--- src/rtl/hazard_pkg.sv ---
// Shared types and constants for the hazard sequencer.
// Optional performance counters are enabled with the HAZARD_PERF_EN macro.
package hazard_pkg;

    localparam int REG_ADDR_W = 5;
    localparam int ACC_CNT_W  = 4;

    typedef enum logic {
        RUN  = 1'b0,
        DMEM = 1'b1
    } state_e;

    localparam logic MEM_SEL_FETCH = 1'b0;
    localparam logic MEM_SEL_DATA  = 1'b1;

    // True when the ID instruction reads the register a load in EX is about to write.
    function automatic logic load_use_hit(
        input logic                  memread,
        input logic [REG_ADDR_W-1:0] rd,
        input logic [REG_ADDR_W-1:0] rs1,
        input logic [REG_ADDR_W-1:0] rs2
    );
        return memread && (rd != '0) && ((rd == rs1) || (rd == rs2));
    endfunction

endpackage

--- src/rtl/hazard_sequencer_if.sv ---
// Pipeline-status inputs and pipeline-control outputs of the hazard sequencer.
// master = pipeline datapath side, slave = hazard sequencer.
interface hazard_sequencer_if;

    logic                             id_ex_memread;
    logic [hazard_pkg::REG_ADDR_W-1:0] id_ex_rd;
    logic [hazard_pkg::REG_ADDR_W-1:0] if_id_rs1;
    logic [hazard_pkg::REG_ADDR_W-1:0] if_id_rs2;
    logic                             ex_mem_memop;
    logic                             branch_taken;

    logic                             pc_stall;
    logic                             if_id_stall;
    logic                             if_id_flush;
    logic                             id_ex_flush;
    logic                             pipe_hold;
    logic                             mem_sel;

    modport master (
        output id_ex_memread, id_ex_rd, if_id_rs1, if_id_rs2, ex_mem_memop, branch_taken,
        input  pc_stall, if_id_stall, if_id_flush, id_ex_flush, pipe_hold, mem_sel
    );

    modport slave (
        input  id_ex_memread, id_ex_rd, if_id_rs1, if_id_rs2, ex_mem_memop, branch_taken,
        output pc_stall, if_id_stall, if_id_flush, id_ex_flush, pipe_hold, mem_sel
    );

endinterface

--- src/rtl/hazard_perf_counters.sv ---
// Three saturating event counters for stall/flush statistics (built only with HAZARD_PERF_EN).
module hazard_perf_counters #(
    parameter int CNT_W = 32
) (
    input  logic             clk,
    input  logic             rst,
    input  logic             lu_inc,
    input  logic             dmem_inc,
    input  logic             flush_inc,
    output logic [CNT_W-1:0] lu_stall_cnt,
    output logic [CNT_W-1:0] dmem_stall_cnt,
    output logic [CNT_W-1:0] flush_cnt
);

    logic [CNT_W-1:0] lu_q, lu_d;
    logic [CNT_W-1:0] dmem_q, dmem_d;
    logic [CNT_W-1:0] flush_q, flush_d;

    // Increment on each event, sticking at all-ones instead of wrapping.
    always_comb begin
        lu_d    = lu_q;
        dmem_d  = dmem_q;
        flush_d = flush_q;
        if (lu_inc && (lu_q != '1))       lu_d    = lu_q + 1'b1;
        if (dmem_inc && (dmem_q != '1))   dmem_d  = dmem_q + 1'b1;
        if (flush_inc && (flush_q != '1)) flush_d = flush_q + 1'b1;
    end

    // Counter registers, cleared by reset.
    always_ff @(posedge clk) begin
        if (rst) begin
            lu_q    <= '0;
            dmem_q  <= '0;
            flush_q <= '0;
        end else begin
            lu_q    <= lu_d;
            dmem_q  <= dmem_d;
            flush_q <= flush_d;
        end
    end

    assign lu_stall_cnt   = lu_q;
    assign dmem_stall_cnt = dmem_q;
    assign flush_cnt      = flush_q;

endmodule

--- src/rtl/hazard_sequencer.sv ---
// Pipeline hazard control: load-use stalls, branch flushes and arbitration of the
// single-ported memory between fetch and multi-cycle data accesses.
// Define HAZARD_PERF_EN to add saturating stall/flush performance counters.
module hazard_sequencer
    import hazard_pkg::*;
#(
    parameter int MEM_LAT = 1,
    parameter int CNT_W   = 32
) (
    input  logic              clk,
    input  logic              rst,
    hazard_sequencer_if.slave hz
`ifdef HAZARD_PERF_EN
    ,
    output logic [CNT_W-1:0]  lu_stall_cnt,
    output logic [CNT_W-1:0]  dmem_stall_cnt,
    output logic [CNT_W-1:0]  flush_cnt
`endif
);

    if (MEM_LAT < 1 || MEM_LAT > 15 || CNT_W < 1) begin : g_bad_param
        $error("hazard_sequencer: MEM_LAT must be 1..15 and CNT_W >= 1");
    end

    localparam logic [ACC_CNT_W-1:0] LAST_CNT = ACC_CNT_W'(MEM_LAT - 1);

    state_e               state_q, state_d;
    logic [ACC_CNT_W-1:0] cnt_q, cnt_d;
    logic                 load_use;
    logic                 access;
    logic                 last_cyc;

    // Next state and all control outputs, ordered by priority: access hold,
    // branch flush, load-use stall, end-of-access fetch bubble.
    // NOTE: every signal gets a default first so no path through the block leaves one unassigned (no latch).
    always_comb begin
        state_d        = state_q;
        cnt_d          = cnt_q;
        hz.pc_stall    = 1'b0;
        hz.if_id_stall = 1'b0;
        hz.if_id_flush = 1'b0;
        hz.id_ex_flush = 1'b0;
        hz.pipe_hold   = 1'b0;
        hz.mem_sel     = MEM_SEL_FETCH;

        load_use = load_use_hit(hz.id_ex_memread, hz.id_ex_rd, hz.if_id_rs1, hz.if_id_rs2);
        // Once in DMEM the MEM instruction is frozen, so the access continues regardless of memop.
        access   = (state_q == DMEM) || hz.ex_mem_memop;
        last_cyc = (cnt_q == LAST_CNT);

        if (access && !last_cyc) begin
            // Memory busy with data: freeze everything, EX results (incl. branches) wait.
            hz.mem_sel     = MEM_SEL_DATA;
            hz.pipe_hold   = 1'b1;
            hz.pc_stall    = 1'b1;
            hz.if_id_stall = 1'b1;
            state_d        = DMEM;
            cnt_d          = cnt_q + 1'b1;
        end else begin
            if (access) begin
                hz.mem_sel = MEM_SEL_DATA;
                state_d    = RUN;
                cnt_d      = '0;
            end
            if (hz.branch_taken) begin
                // PC update needs no memory, so the target loads even on a last access cycle.
                hz.if_id_flush = 1'b1;
                hz.id_ex_flush = 1'b1;
            end else if (load_use) begin
                // The stall keeps the ID instruction, so it outranks the fetch bubble.
                hz.pc_stall    = 1'b1;
                hz.if_id_stall = 1'b1;
                hz.id_ex_flush = 1'b1;
            end else if (access) begin
                // No fetch happened this cycle, so a NOP enters ID.
                hz.pc_stall    = 1'b1;
                hz.if_id_flush = 1'b1;
            end
        end

        if (rst) begin
            hz.pc_stall    = 1'b0;
            hz.if_id_stall = 1'b0;
            hz.if_id_flush = 1'b0;
            hz.id_ex_flush = 1'b0;
            hz.pipe_hold   = 1'b0;
            hz.mem_sel     = MEM_SEL_FETCH;
        end
    end

    // State and access-cycle counter; reset abandons any access in flight.
    // NOTE: sequential state uses non-blocking assignments so all flops update together at the edge.
    always_ff @(posedge clk) begin
        if (rst) begin
            state_q <= RUN;
            cnt_q   <= '0;
        end else begin
            state_q <= state_d;
            cnt_q   <= cnt_d;
        end
    end

`ifdef HAZARD_PERF_EN
    // Event strobes are decoded from the output pattern each case uniquely produces.
    hazard_perf_counters #(
        .CNT_W (CNT_W)
    ) u_perf (
        .clk            (clk),
        .rst            (rst),
        .lu_inc         (hz.if_id_stall && hz.id_ex_flush),
        .dmem_inc       (hz.mem_sel && hz.pc_stall),
        .flush_inc      (hz.if_id_flush && hz.id_ex_flush),
        .lu_stall_cnt   (lu_stall_cnt),
        .dmem_stall_cnt (dmem_stall_cnt),
        .flush_cnt      (flush_cnt)
    );
`endif

endmodule

--- src/flat_wrapper.sv ---
// flat-port wrapper written by rule: the top's interface ports become plain ports
module hazard_sequencer_flat import hazard_pkg::*;
#(
    parameter int MEM_LAT = 1,
    parameter int CNT_W   = 32
)
  (clk, rst, hz_id_ex_memread, hz_id_ex_rd, hz_if_id_rs1, hz_if_id_rs2, hz_ex_mem_memop, hz_branch_taken, hz_pc_stall, hz_if_id_stall, hz_if_id_flush, hz_id_ex_flush, hz_pipe_hold, hz_mem_sel);
  hazard_sequencer_if hz_i ();
  input  logic clk;
  input  logic rst;
  input wire logic [$bits(hz_i.id_ex_memread)-1:0] hz_id_ex_memread;
  input wire logic [$bits(hz_i.id_ex_rd)-1:0] hz_id_ex_rd;
  input wire logic [$bits(hz_i.if_id_rs1)-1:0] hz_if_id_rs1;
  input wire logic [$bits(hz_i.if_id_rs2)-1:0] hz_if_id_rs2;
  input wire logic [$bits(hz_i.ex_mem_memop)-1:0] hz_ex_mem_memop;
  input wire logic [$bits(hz_i.branch_taken)-1:0] hz_branch_taken;
  output wire logic [$bits(hz_i.pc_stall)-1:0] hz_pc_stall;
  output wire logic [$bits(hz_i.if_id_stall)-1:0] hz_if_id_stall;
  output wire logic [$bits(hz_i.if_id_flush)-1:0] hz_if_id_flush;
  output wire logic [$bits(hz_i.id_ex_flush)-1:0] hz_id_ex_flush;
  output wire logic [$bits(hz_i.pipe_hold)-1:0] hz_pipe_hold;
  output wire logic [$bits(hz_i.mem_sel)-1:0] hz_mem_sel;
  assign hz_i.id_ex_memread = hz_id_ex_memread;
  assign hz_i.id_ex_rd = hz_id_ex_rd;
  assign hz_i.if_id_rs1 = hz_if_id_rs1;
  assign hz_i.if_id_rs2 = hz_if_id_rs2;
  assign hz_i.ex_mem_memop = hz_ex_mem_memop;
  assign hz_i.branch_taken = hz_branch_taken;
  assign hz_pc_stall = hz_i.pc_stall;
  assign hz_if_id_stall = hz_i.if_id_stall;
  assign hz_if_id_flush = hz_i.if_id_flush;
  assign hz_id_ex_flush = hz_i.id_ex_flush;
  assign hz_pipe_hold = hz_i.pipe_hold;
  assign hz_mem_sel = hz_i.mem_sel;
  hazard_sequencer #(.MEM_LAT(MEM_LAT), .CNT_W(CNT_W)) u_core (.clk(clk), .rst(rst), .hz(hz_i));
endmodule
--- config.mk ---
export PLATFORM = sky130hd
export DESIGN_NAME = hazard_sequencer_flat
export DESIGN_NICKNAME = d
export VERILOG_FILES = /design/src/rtl/hazard_pkg.sv /design/src/rtl/hazard_sequencer_if.sv /design/src/rtl/hazard_perf_counters.sv /design/src/rtl/hazard_sequencer.sv /design/src/flat_wrapper.sv
export SDC_FILE = /design/constraint.sdc
export NUM_CORES = 1
export LEC_CHECK = 0
export BUFFER_PORTS_ARGS = -buffer_cell sky130_fd_sc_hd__buf_2
export CORE_AREA = 2 2 39 41
export CTS_BUF_LIST = sky130_fd_sc_hd__clkbuf_8
export DETAILED_ROUTE_END_ITERATION = 7
export DIE_AREA = 0 0 41 43
export PLACE_DENSITY = 0.65
export SLEW_MARGIN = 5
export SYNTH_ARGS = -nofsm -noshare
export SYNTH_HDL_FRONTEND = slang
export SYNTH_SLANG_ARGS = --single-unit
--- constraint.sdc ---
create_clock -name clk -period 3.4 [get_ports clk]
set_input_delay 0.17 -clock clk [delete_from_list [all_inputs] [get_ports clk]]
set_output_delay 0.17 -clock clk [all_outputs]
set_load 0.02 [all_outputs]
Word-level counts from Yosys, hierarchy flattened. Index checks and enable logic that the tools add are counted.

Output and inout bits: 6. Logic and storage cells: 38. Bits of input ports: 20. Register bits: 5.

Add/subtract/negate cells: 1. Multiplexer cells: 24. Equality and inequality tests: 2. Reductions and logical operators: 9.

Operators by type and width (number): $mux 1 (22); $eq 5x5->1 (2); $mux 4 (2); $reduce_bool 5->1 (1); $add 4x1->4 const B (1); $logic_not 4->1 (1); $logic_and 1x1->1 (3); $logic_or 1x1->1 (2); $reduce_bool 2->1 (1); $logic_not 1->1 (1).

Depth between registers and ports, before layout.
Word-level depth: 7. Mapped depth: 7. Gate-level depth less buffers: 7.

Worst setup path before layout. Ideal clock, no wire load.

Path type: reg-to-output. Start: register u_core.cnt_q[0]. End: output hz_if_id_stall. Data required time: 3.230 ns. Cell stages (with the launch flop): 6. Slack: 1.833 ns. Arrival: 1.397 ns. Cell sequence: dfxtp_1 inv_1 ha_1 nor3b_1 or2_2 a21oi_1.

Word-level cells in the longest chain between the ends: 5.

Ends and longest elaborated chain: from (decl) (RTL line hazard_sequencer.sv:28) `logic [ACC_CNT_W-1:0] cnt_q, cnt_d;`; from (signal assigned) (RTL line hazard_sequencer.sv:99) `cnt_q <= cnt_d;`; $logic_not 4->1 (RTL line hazard_sequencer.sv:49) `last_cyc = (cnt_q == LAST_CNT);`; $logic_not 1->1 (RTL line hazard_sequencer.sv:51) `if (access && !last_cyc) begin`; $logic_and 1x1->1 (RTL line hazard_sequencer.sv:51); $mux 1 (RTL line hazard_sequencer.sv:51); $mux 1 (RTL line hazard_sequencer.sv:81) `if (rst) begin`; to (decl) (RTL line flat_wrapper.sv:18) `output wire logic [$bits(hz_i.if_id_stall)-1:0] hz_if_id_stall;`.

Every way passes these cells.

Worst setup path after layout. Ends and elaborated chain as after synthesis.

==> flow_summary.toml <==
[placed_design]
hpwl_um = 803
place.gp.congestion = 0.739
dp.cells = 96
post-place-ws_ns = 1.81
portBuffers = 25

[synth]
synth_top_family_by_area = "simple AND/OR/NAND/NOR gates"
syn_area_per_cell_um2 = 7.57
synth_cell_types = 22
synthAdderAreaFrac_pct = 5.90
yosysSeqAreaShare_pct = 23.6
synthArstFlopShare_pct = 0
synth_area_um2 = 424
ys_warn_count = 0
synth_xor_area_share_pct = 20.6
ys_ff_latch = 5
synthSimpleGateAreaFrac_pct = 24.2
synth_compound_area_share_pct = 19.8
synth_edf_count = 0
synth_fp_nets = 78
postSynthCellCount = 56
synth_mux_area_share_pct = 2.36
synth_flop_cell = "dfxtp_1"

[power_and_ir_drop]
p_switching_w = 0.0000488
p_leak_nw = 0.291
power_frac_comb_pct = 19.9
clock_power_share_pct = 51.3
seqPwrFrac_pct = 28.9
intPower_w = 0.000156
switching_share_pct = 23.8
ir_worst_vdd_mv = 0.164
power_density_nw_per_um2 = 335

[clocking]
cts_max_level = 1
cts_root_buffer = "clkbuf_8"
ctsHoldBuffers = 0
cts_sinks = 5
cts_resized = 0
numCtsBuffers = 3
cts_tree = "built"
clk_latency_ns = 0.22
post_cts_buffers = 0
cts.clk_slew.worst_paths_ns = 0.03
clockBufferDepth = 2

[global_route]
use_met1_pct = 11.6
grt_use_met3_pct = 0
grt.busiest_layer = "met2"
grt_max_degree = 11
grt-ovfl-total = 0
grtUsageTotal_pct = 11.6
grt_pass1_vias = 418
grtUsageMet2_pct = 20.3
grt_pass1_wl_um = 1410
grt_antenna_before_repair = 0

[layout]
synthToLayoutAreaGrowth_pct = 44.0
drive_gt1_share_pct = 38.1
fin_cells = 100
fin_nets = 107
mostFrequentLayoutCell = "buf_2"
final_cell_mix = "buf_2 (25), nor2_1 (12), xor2_1 (6), a21oi_1 (6), dfxtp_1 (5)"
num_antenna_cells = 0

[sta]
slew_violations = 0
setup_slack_ns = 1.62
worst_pin_slew_ns = 0.417
rsz0062_at_grt = "false"
hold_viol_final = 0
tns_ns = 0
max-slew-margin-rel_pct = 72.1
setup_viol = 0
max_freq_mhz = 561
period_share_pct = 52.4
fin_skew_ns = 0.0000796
period_needed_ns = 1.78

[route]
vias = 475
via_per_inst = 4.75
detail_route.wl_per_cell_um = 9.50
drt_iter0_markers = 1
drt-total-wl_um = 950
dr.pass1.iters = 2
drc = 0
ant_nets = 0

[worst_hold_path]
holdCritPathClass = "input pin to flop"

[floorplan]
rows = 14
core_um2 = 1380
dieArea_um2 = 1760
ios = 26
start_util_pct = 30.7
die_h_um = 43
die_x_um = 41

[flow_run]
max_cap_viol_count = 0

[worst_setup_path]
cp-start-kind = "flop"
crit_path_max_incr_delay_ns = 0.38
arrival_ns = 1.61
critical_path_class = "flop to primary output"
critPathSlowestCell = "dfxtp_1"
crit_path_cell_trace = "inv_1, ha_1, nor3b_1, or2_2, a21oi_1, buf_2"
crit_required_ns = 3.23
crit_fanout = 5
crit_path_end_kind = "primary output"

[status]
status = "completed"
-- sequential cells by signal, summed over array words and instances (netlist names) --
register / cells
u_core.cnt_q: 4
u_core.state_q: 1
-- stage by stage --
stage               total power (W)  util [%]  hold WS (ns)  area [um^2]
global placement           0.000101      40.9         0.465          566
finish                     0.000205      44.1         0.233          611
detailed placement         0.000101      40.9         0.459          566
CTS                        0.000209      44.1         0.227          611
global route               0.000215      44.1         0.262          611
floorplan                 0.0000815         -         0.458          424
-- cells in the mapped netlist, types with 2 or more instances --
cell / count / share of area [%]
a21oi_1: 6 / 7.1
dfxtp_1: 5 / 24
ha_1: 2 / 5.9
inv_1: 3 / 2.7
nand3_1: 3 / 3.5
nor2_1: 12 / 11
o21ai_0: 2 / 2.4
xnor2_1: 4 / 8.3
xor2_1: 6 / 12
-- cells by family (layout without fill, tap and decap cells) --
| kind of cell | after synthesis | in the layout |
|---|---|---|
| XOR/XNOR | 10 | 10 |
| flip-flops | 5 | 5 |
| adder cells (fa/ha/maj) | 2 | 2 |
| AO/OA/AOI/OAI | 13 | 13 |
| buffers and inverters | 4 | 32 |
| multiplexers | 1 | 1 |
| AND/OR/NAND/NOR | 21 | 21 |
-- per-layer routing --
metal	share of wire [%]	vias to the layer above
met5	0	-
met4	0	0
met3	12	0
met2	47	20
met1	41	204
li1	-	251
-- worst max-delay path, delay by kind of cell, from the launching register on --
family	cells	cell delay, ns
buf+inv	2	0.23
compound gates	1	0.12
flops	1	0.38
fa+ha+maj	1	0.20
simple gates	2	0.46
-- area by class of cell --
type                            instances  area (um^2)
Tap cell                               16         20.0
Clock buffer                            3         41.3
Fill cell                             147          773
Timing Repair Buffer                   25          125
Clock inverter                          1         3.75
Inverter                                3         11.3
Sequential cell                         5          100
Multi-Input combinational cell         47          309
-- power by group through the flow --
stage / Clock, W / Combinational [W] / Sequential (W)
2_1_floorplan: 0 / 0.0000216 / 0.0000599
3_3_place_gp: 0 / 0.0000412 / 0.0000599
3_5_place_dp: 0 / 0.0000410 / 0.0000599
4_1_cts: 0.000109 / 0.0000411 / 0.0000590
5_1_grt: 0.000111 / 0.0000449 / 0.0000590
6_report: 0.000105 / 0.0000406 / 0.0000590
-- worst paths after layout --
path	start	end	slack, ns	cells after the start
worst max register to register	u_core.cnt_q[0]	u_core.cnt_q[0]	2.01	7
worst min-delay path	rst	u_core.cnt_q[3]	0.23	2
worst min register to register	u_core.cnt_q[3]	u_core.cnt_q[3]	0.50	2
worst max-delay path	u_core.cnt_q[0]	hz_if_id_stall	1.62	6
(Power assumes the default switching activity.)
